$ cat config.mk
export PLATFORM = sky130hd
export DESIGN_NAME = bf_stage_seq
export DESIGN_NICKNAME = d
export VERILOG_FILES = /design/src/rtl/bf_stage_seq.sv
export SDC_FILE = /design/constraint.sdc
export NUM_CORES = 1
export LEC_CHECK = 0
export ABC_CLOCK_PERIOD_IN_PS = 4160
export CORE_ASPECT_RATIO = 0.9
export CORE_MARGIN = 2
export CORE_UTILIZATION = 40
export DETAILED_ROUTE_END_ITERATION = 12
export PLACE_DENSITY = 0.6
export SYNTH_ARGS = -nofsm -noshare
export SYNTH_HDL_FRONTEND = slang
export SYNTH_SLANG_ARGS = --single-unit
$ cat constraint.sdc
create_clock -name clock -period 4.16 [get_ports clock]
set_clock_uncertainty 0.05 [all_clocks]
set_input_delay 0.624 -clock clock [delete_from_list [all_inputs] [get_ports clock]]
set_output_delay 0.624 -clock clock [all_outputs]
set_load 0.03 [all_outputs]
$ cat src/rtl/bf_stage_seq.sv
// bf_stage_seq: radix-2 SDF butterfly stage sequencer for the pipelined FFT.
// Owns the phase counter and the M-entry feedback buffer. It emits butterfly
// sums in the current frame and the difference terms, tagged for the twiddle
// multiplier, in the following frame.
// Optional build macro: BF_ROUND_HALF_UP_EN enables round-half-up before the
// halving shift. Without it the shift truncates toward minus infinity.
module bf_stage_seq #(
    parameter int WIDTH = 16,
    parameter int LOG_M = 2
) (
    input  logic             clock,
    input  logic             reset,
    input  logic             di_en,
    input  logic [WIDTH-1:0] di_re,
    input  logic [WIDTH-1:0] di_im,
    output logic             do_en,
    output logic [WIDTH-1:0] do_re,
    output logic [WIDTH-1:0] do_im,
    output logic             do_tw_en,
    output logic [LOG_M-1:0] do_tw_idx
);

    localparam int unsigned M  = 1 << LOG_M;
    localparam int unsigned CW = LOG_M + 1;
    localparam int unsigned DW = 2 * WIDTH;
    localparam int unsigned SW = WIDTH + 1;

    logic [CW-1:0]    cnt;
    logic             primed;
    logic [DW-1:0]    mem [M];

    logic [LOG_M-1:0] n_c;
    logic             phase_c;
    logic [WIDTH-1:0] x0_re_c, x0_im_c;
    logic [WIDTH-1:0] y0_re_c, y0_im_c, y1_re_c, y1_im_c;

    // Halve a WIDTH+1-bit sum/difference; the kept low WIDTH bits of the
    // logical and the arithmetic shift are identical.
    function automatic logic [WIDTH-1:0] halve(input logic [SW-1:0] s);
        logic [SW-1:0] t;
`ifdef BF_ROUND_HALF_UP_EN
        t = s + SW'(1);
`else
        t = s;
`endif
        return WIDTH'(t >> 1);
    endfunction

    // Sign-extend a component to the butterfly working width.
    function automatic logic [SW-1:0] sext(input logic [WIDTH-1:0] v);
        return {v[WIDTH-1], v};
    endfunction

    // Buffer read and butterfly arithmetic for the current sample.
    always_comb begin
        n_c     = cnt[LOG_M-1:0];
        phase_c = cnt[LOG_M];
        x0_re_c = mem[n_c][DW-1:WIDTH];
        x0_im_c = mem[n_c][WIDTH-1:0];
        y0_re_c = halve(sext(x0_re_c) + sext(di_re));
        y0_im_c = halve(sext(x0_im_c) + sext(di_im));
        y1_re_c = halve(sext(x0_re_c) - sext(di_re));
        y1_im_c = halve(sext(x0_im_c) - sext(di_im));
    end

    // Feedback buffer: store the raw input in phase 0 and the difference in phase 1.
    always_ff @(posedge clock) begin
        if (!reset && di_en) begin
            if (phase_c) begin
                mem[n_c] <= {y1_re_c, y1_im_c};
            end else begin
                mem[n_c] <= {di_re, di_im};
            end
        end
    end

    // Phase counter, primed flag and registered outputs.
    always_ff @(posedge clock) begin
        if (reset) begin
            cnt       <= '0;
            primed    <= 1'b0;
            do_en     <= 1'b0;
            do_re     <= '0;
            do_im     <= '0;
            do_tw_en  <= 1'b0;
            do_tw_idx <= '0;
        end else begin
            do_en    <= di_en & primed;
            do_tw_en <= di_en & primed & ~phase_c;
            if (di_en) begin
                cnt <= cnt + CW'(1);
                if (cnt == CW'(M - 1)) begin
                    primed <= 1'b1;
                end
                if (primed) begin
                    do_re     <= phase_c ? y0_re_c : x0_re_c;
                    do_im     <= phase_c ? y0_im_c : x0_im_c;
                    do_tw_idx <= n_c;
                end
            end
        end
    end

endmodule
==> results of run 1 <==
worst register-to-register path: cells and delay by family (launching register included):
family / cells / cell delay (ns)
AOI/OAI and AO/OA: 5 / 1.13
buffers and inverters: 2 / 0.52
adders and majority gates: 1 / 0.38
DFF: 1 / 0.47
muxes: 2 / 0.84
and+or+nand+nor: 1 / 0.21
state kept, by name (all words and copies together) (netlist names), named ones only:
| signal | cells |
|---|---|
| do_tw_en | 1 |
| do_tw_idx | 2 |
| primed | 1 |
| cnt | 3 |
| mem | 128 |
| do_re | 16 |
| do_en | 1 |
| do_im | 16 |
synthesized netlist by cell type, types with 3 or more instances:
cell type and n:
edfxtp_1 128, a21oi_1 77, nor2_1 73, ha_1 72, nand2_1 66, inv_1 63
dfxtp_1 42, o21ai_0 41, clkbuf_1 34, xnor2_1 34, mux4_2 32, nor3_1 15
a21o_1 13, a31oi_1 13, nand2b_1 12, xor2_1 11, a22oi_1 9, and2_1 9
o211ai_1 9, o21a_1 9, a211oi_1 8, o21bai_1 8, nand3_1 7, nor2b_1 7
buf_1 6, mux2i_1 6, and3_1 4, buf_2 4, fa_1 4, nand4_1 4
nor4_1 4, o21ai_1 3, or3_1 3
per-stage QoR:
stage               total power [W]  utilization  cell area [um2]  cells  setup WS [ns]
global route                0.00540        0.478            11500   1283         0.0149
detailed placement          0.00359        0.453            10900   1251          0.283
CTS                         0.00515        0.477            11500   1283          0.241
global placement            0.00358        0.453            10900   1251          0.348
floorplan                   0.00318            -             9780    886          0.346
finish                      0.00513        0.478            11500   1283          0.430
logic make-up (layout without fill, tap and decap cells):
| group | Yosys count | count (layout) |
|---|---|---|
| simple gates | 213 | 213 |
| xor+xnor | 45 | 45 |
| flops | 170 | 170 |
| compound gates | 235 | 235 |
| buf+inv | 108 | 197 |
| fa+ha+maj | 76 | 76 |
| mux | 39 | 39 |
routing by layer:
metal | vias to the layer above | GRT usage | share of wire
met5 | - | 0 | 0
met4 | 0 | 0.0341 | 0.0061
met3 | 11 | 0.0304 | 0.036
met2 | 153 | 0.339 | 0.50
met1 | 3444 | 0.270 | 0.46
li1 | 3405 | - | -
layout make-up:
class	instances	share of cell area
Clock buffer	18	0.0373
Clock inverter	14	0.0125
Inverter	63	0.0205
Multi-Input combinational cell	608	0.407
Sequential cell	170	0.407
Tap cell	308	0.0334
Timing Repair Buffer	102	0.0826
power groups by stage:
stage                     clock [W]  sequential, W  combinational (W)
after floorplan                   0        0.00208            0.00110
final                       0.00156        0.00205            0.00152
after global routing        0.00166        0.00206            0.00169
after detailed placement          0        0.00209            0.00150
after CTS                   0.00158        0.00205            0.00152
after global placement            0        0.00208            0.00150
path summary, 6_finish.rpt:
kind | slack (ns) | cells after the start | endpoint | start
worst min-delay path | 0.41 | 2 | do_tw_idx[0]$_SDFFE_PP0P_ | do_tw_idx[0]$_SDFFE_PP0P_
worst max register to register | 0.43 | 11 | do_im[11]$_SDFFE_PP0P_ | flop
worst min register to register | 0.41 | 2 | do_tw_idx[0]$_SDFFE_PP0P_ | do_tw_idx[0]$_SDFFE_PP0P_
worst max-delay path | 0.43 | 11 | do_im[11]$_SDFFE_PP0P_ | flop
==> results.md, run 1 <==
* Status: finished, final reports clean
* WS Path Type: flop to flop
* Global route overflow at 0
* Synth top area cells: edfxtp_1 39%, ha_1 9.2%, dfxtp_1 8.6%
* Layout Nets at 1073
* Fin crit period at 3.73 ns
* Synth Area in Simple Gates at 0.0990
* Placement row count at 54
* Post-synthesis adder-cell area fraction at 0.100
* Vias in the first global route at 7064
* Gate power share at 0.296
* Pwr dens at 445 nW/um2
* Mapped Nets at 997
* CTS H-tree depth at 4
* Slew @ Worst Pin at 0.909 ns
* Mux contribution to synthesized area at 0.0810
* Sequential share of power at 0.399
* RSZ-0062 raised after global routing: false
* Worst-Skew Late Latency at 0.43 ns
* Yosys warns at 0
* Hold_ws at 0.406 ns
* Leading cell type in the layout, fill and taps excluded: edfxtp_1
* Crit-path max FO at 13
* Hold Fails Final Rpt at 0
* Clock share of power at 0.305
* Final setup vio count at 0
* Initial antenna violation count at 0
* CTS Hold Bufs at 0
* Slowest cell on crit path: mux4_2
* DRC at 0
* Commonest non-fill, non-tap cells in the layout: 128 x edfxtp_1, 77 x a21oi_1, 73 x nor2_1
* Routed WL per cell at 19.3 um
* # diodes at 0
* Clk slew on worst S/H paths at 0.07 ns
* Drt first-iter violations at 542
* Max Clk Rate at 0.268 GHz
* Die area at 25700 um2
* Area of the multi-input gates at 4690 um2
* WP data arrival at 3.97 ns
* Avg Inst Size Synth at 11.0 um2
* CP Capture Type: flop
* Starting Density at 0.406
* Most common cell on crit path: buf_4
* CP Cell Sequence: buf_4 > mux4_2 > ha_1 > buf_4 > a21oi_1 > nor2_1 > o41ai_1 > a221o_1 > a221oi_2 > mux2i_1 > o21ai_0
* Post-Route WL at 24.8 mm
* Synth Area in XOR/XNOR at 0.0403
* Max_cap viols at 0
* Required @ worst endpoint at 4.40 ns
* Routed Antenna Nets at 0
* Synth top area share at 0.393
* Drt first pass iters at 5
* Core Region at 24100 um2
* NetSw at 0.00169 W
* Cell family with most CP delay: compound AO/OA/AOI/OAI gates
* Synthesized area at 9780 um2
* Hold WC Path Type: flop to flop
* Root Driver: clkbuf_16
* Fillers at 2178
* Largest net degree at the start of global routing at 39
* Post-synthesis sequential area ratio at 0.479
* Max-slew headroom at 0.392
* Asr flop ratio synth at 0
* Largest family of logic cells by synthesized area: compound AO/OA/AOI/OAI gates
* Synth area leader: edfxtp_1
* Die height at 152 um
* Max Slew Vio Count at 0
* # resized after CTS at 0
* Total Neg Setup Slack at 0 ns
* Compound-Gate Fraction of Synth Area at 0.158
* Net Sw Frac at 0.330
* Buffers on Ports at 70
* Post-Syn Instances at 886
* Die width at 169 um
* Register area at 4690 um2
* Total internal power at 0.00344 W
* Crit start category: flop
* Share of cells above drive strength 1 at 0.113
* DP HPWL at 17.7 mm
* Syn-to-layout area delta at 17.8%
* VDD IR-drop max at 0.286 mV
* Top_reg_cell synth: edfxtp_1
* Post-CTS Setup Inserts at 0
* Sink Count at 170
* RD Place Congestion at 0.845
* First-pass GRT wire length at 39.1 mm
* Post-synth EDFFs at 128
* Num CTS Buffers at 17
* I/O pin cnt at 71
* Vias per cell at 5.47
* CTS tree: yes
* CP peak stage delay at 0.58 ns
* Register bit total from synthesis at 170
* Final Cycle Share at 0.897
* Unique cell type count in the Yosys netlist at 75
* Gr usage total at 0.198
* Max Root-Sink Buffers at 2
* Static leakage at 4.26 nW
* Vias at 7013
* CP bufs+invs at 2
Power figures use the tool's default switching activity.
==> run 2: changes to the inputs <==
Settings changed: GPL_ROUTABILITY_DRIVEN from default to 1.
==> results of run 2 <==
No change in the layout: final DEF, timing and power equal those of run 1.
==> run 3: changes to the inputs <==
Settings changed: ABC_CLOCK_PERIOD_IN_PS 4160 to 4100, SKIP_LAST_GASP from default to 1.
Clock period 4.16 ns to 4.1 ns, I/O delays scaled along.
==> run 3 against run 2 <==
  * Sequential cell count did not move
  * Register-to-register slack got worse by 0.09 ns
  * Total power rose by 3.1%
  * Core utilization rose by 0.073 points
  * First-iteration DRC count rose by 7.7%
  * Wire length rose by 0.15%
==> results.md, run 3 (synthesis results as in run 1) <==
* Status: finished, final reports clean
* Max-slew headroom at 0.360 (-0.0318)
* Post-Route WL at 24.9 mm (+0.15%)
* Max Root-Sink Buffers at 2 (unchanged)
* RSZ-0062 raised after global routing: false
* Crit start category: flop
* Routed WL per cell at 19.4 um (+0.15%)
* Slew @ Worst Pin at 0.957 ns (+0.0474 ns)
* Cell area after layout at 11500 um2 (+0.15%)
* Drt first pass iters at 5 (unchanged)
* Static leakage at 4.27 nW (+0.37%)
* Final std cells w/o fill at 1283 (unchanged)
* Post-CTS Setup Inserts at 0 (unchanged)
* Register area at 4690 um2 (unchanged)
* Root Driver: clkbuf_16
* Area of the multi-input gates at 4690 um2 (about the same)
* Die width at 169 um (unchanged)
* Vias in the first global route at 6996 (-0.96%)
* Area after DPL at 10900 um2 (-0.11%)
* Required @ worst endpoint at 4.20 ns (-0.20 ns)
* Drt first-iter violations at 584 (+7.7%)
* Leading cell type in the layout, fill and taps excluded: edfxtp_1
* Final setup vio count at 0 (unchanged)
* Placed insts at 1251 (unchanged)
* VDD IR-drop max at 0.250 mV (-13%)
* Routed Antenna Nets at 0 (unchanged)
* CP Capture Type: flop
* Hold WC Path Type: flop to flop
* # diodes at 0 (unchanged)
* Final Cycle Share at 0.916 (+0.0196)
* Die height at 152 um (unchanged)
* I/O pin cnt at 71 (unchanged)
* Crit-path max FO at 10 (-3)
* Buffers on Ports at 70 (unchanged)
* Worst-Skew Late Latency at 0.43 ns (about the same)
* Initial antenna violation count at 0 (unchanged)
* Fillers at 2186 (+0.37%)
* Vias at 7095 (+1.2%)
* Commonest non-fill, non-tap cells in the layout: 128 x edfxtp_1, 77 x a21oi_1, 73 x nor2_1
* Sink Count at 170 (unchanged)
* Core Region at 24100 um2 (unchanged)
* Syn-to-layout area delta at 17.9%
* Global route overflow at 0 (unchanged)
* First-pass GRT wire length at 39.0 mm (about the same)
* Hold Fails Final Rpt at 0 (unchanged)
* Layout Nets at 1073 (unchanged)
* WS Path Type: flop to flop
* Largest net degree at the start of global routing at 39 (unchanged)
* Max_cap viols at 0 (unchanged)
* Fin crit period at 3.76 ns (+0.0265 ns)
* RD Place Congestion at 0.845 (about the same)
* CTS tree: yes
* WP data arrival at 3.86 ns (-0.11 ns)
* DP HPWL at 17.7 mm (-0.14%)
* Max Clk Rate at 0.266 GHz (-0.70%)
* Placement row count at 54 (unchanged)
* DRC at 0 (unchanged)
* Top Registers: mem (128), do_im (16), do_re (16)
* Share of cells above drive strength 1 at 0.113 (unchanged)
* Gr usage total at 0.199 (+0.000942)
* Max Slew Vio Count at 0 (unchanged)
* Clk slew on worst S/H paths at 0.07 ns (about the same)
* CTS H-tree depth at 4 (unchanged)
* Top reg by flops: mem
* Hold_ws at 0.409 ns (+0.00210 ns)
* Starting Density at 0.406 (unchanged)
* Total Neg Setup Slack at 0 ns (unchanged)
* Vias per cell at 5.53 (+1.2%)
* Die area at 25700 um2 (unchanged)
* Num CTS Buffers at 17 (unchanged)
* Largest register FFs at 128 (unchanged)
* Pwr dens at 458 nW/um2 (+3.0%)
## run 3: changes by cell type in the layout (fill, tap and decap cells not counted), sizes merged
cell / change
clkbuf: +3
inv: -3
bufinv: +1
clkinvlp: -1
## run 3: worst max-delay path, stage by stage, from the launching register on
cell      delay, ns
dfxtp_1        0.65
mux4_2         0.45
ha_1           0.48
nor2b_1        0.17
o21ai_0        0.12
a21boi_0       0.34
o22ai_1        0.16
buf_4          0.17
o21a_1         0.18
a21oi_1        0.16
xnor2_1        0.07
o21ai_0        0.48
## run 3: worst paths after layout
path | startpoint | to | slack, ns | cells after the start
min | do_tw_idx[0]$_SDFFE_PP0P_ | do_tw_idx[0]$_SDFFE_PP0P_ | 0.41 | 2
min reg2reg | do_tw_idx[0]$_SDFFE_PP0P_ | do_tw_idx[0]$_SDFFE_PP0P_ | 0.41 | 2
max reg2reg | flop | mem[2][11]$_DFFE_PP_ | 0.34 | 11
max | flop | mem[2][11]$_DFFE_PP_ | 0.34 | 11
## run 3: area by class of cell
cell class	instances	area share
Sequential cell	170	0.406
Clock inverter	11	0.0104
Clock buffer	21	0.0419
Inverter	63	0.0205
Timing Repair Buffer	102	0.0811
Multi-Input combinational cell	608	0.407
Tap cell	308	0.0334
## run 3: power by group
| group | internal, W | leakage [nW] | switching (W) |
|---|---|---|---|
| logic | 0.000616 | 2.47 | 0.000928 |
| registers | 0.00205 | 1.50 | 0.0000243 |
| clock network | 0.000932 | 0.300 | 0.000732 |
| total | 0.00360 | 4.27 | 0.00168 |
## run 3: timing repair
| item | in CTS | in global routing |
|---|---|---|
| hold buffers | 0 | 0 |
| resized for setup | 0 | 2 |
| endpoints found under the setup margin | 0 | 7 |
## run 3: per-stage QoR
step / setup WS (ns) / power, W / utilization
2_1_floorplan: 0.286 / 0.00323 / -
3_3_place_gp: 0.367 / 0.00363 / 0.453
3_5_place_dp: 0.303 / 0.00364 / 0.453
4_1_cts: 0.263 / 0.00531 / 0.478
5_1_grt: 0.0615 / 0.00555 / 0.478
6_report: 0.344 / 0.00529 / 0.478
## run 3: routing by layer
| metal | GRT usage | wire (um) |
|---|---|---|
| met3 | 0.0369 | 931 |
| met4 | 0.0521 | 393 |
| met2 | 0.327 | 11900 |
| met5 | 0 | 0 |
| met1 | 0.271 | 11700 |
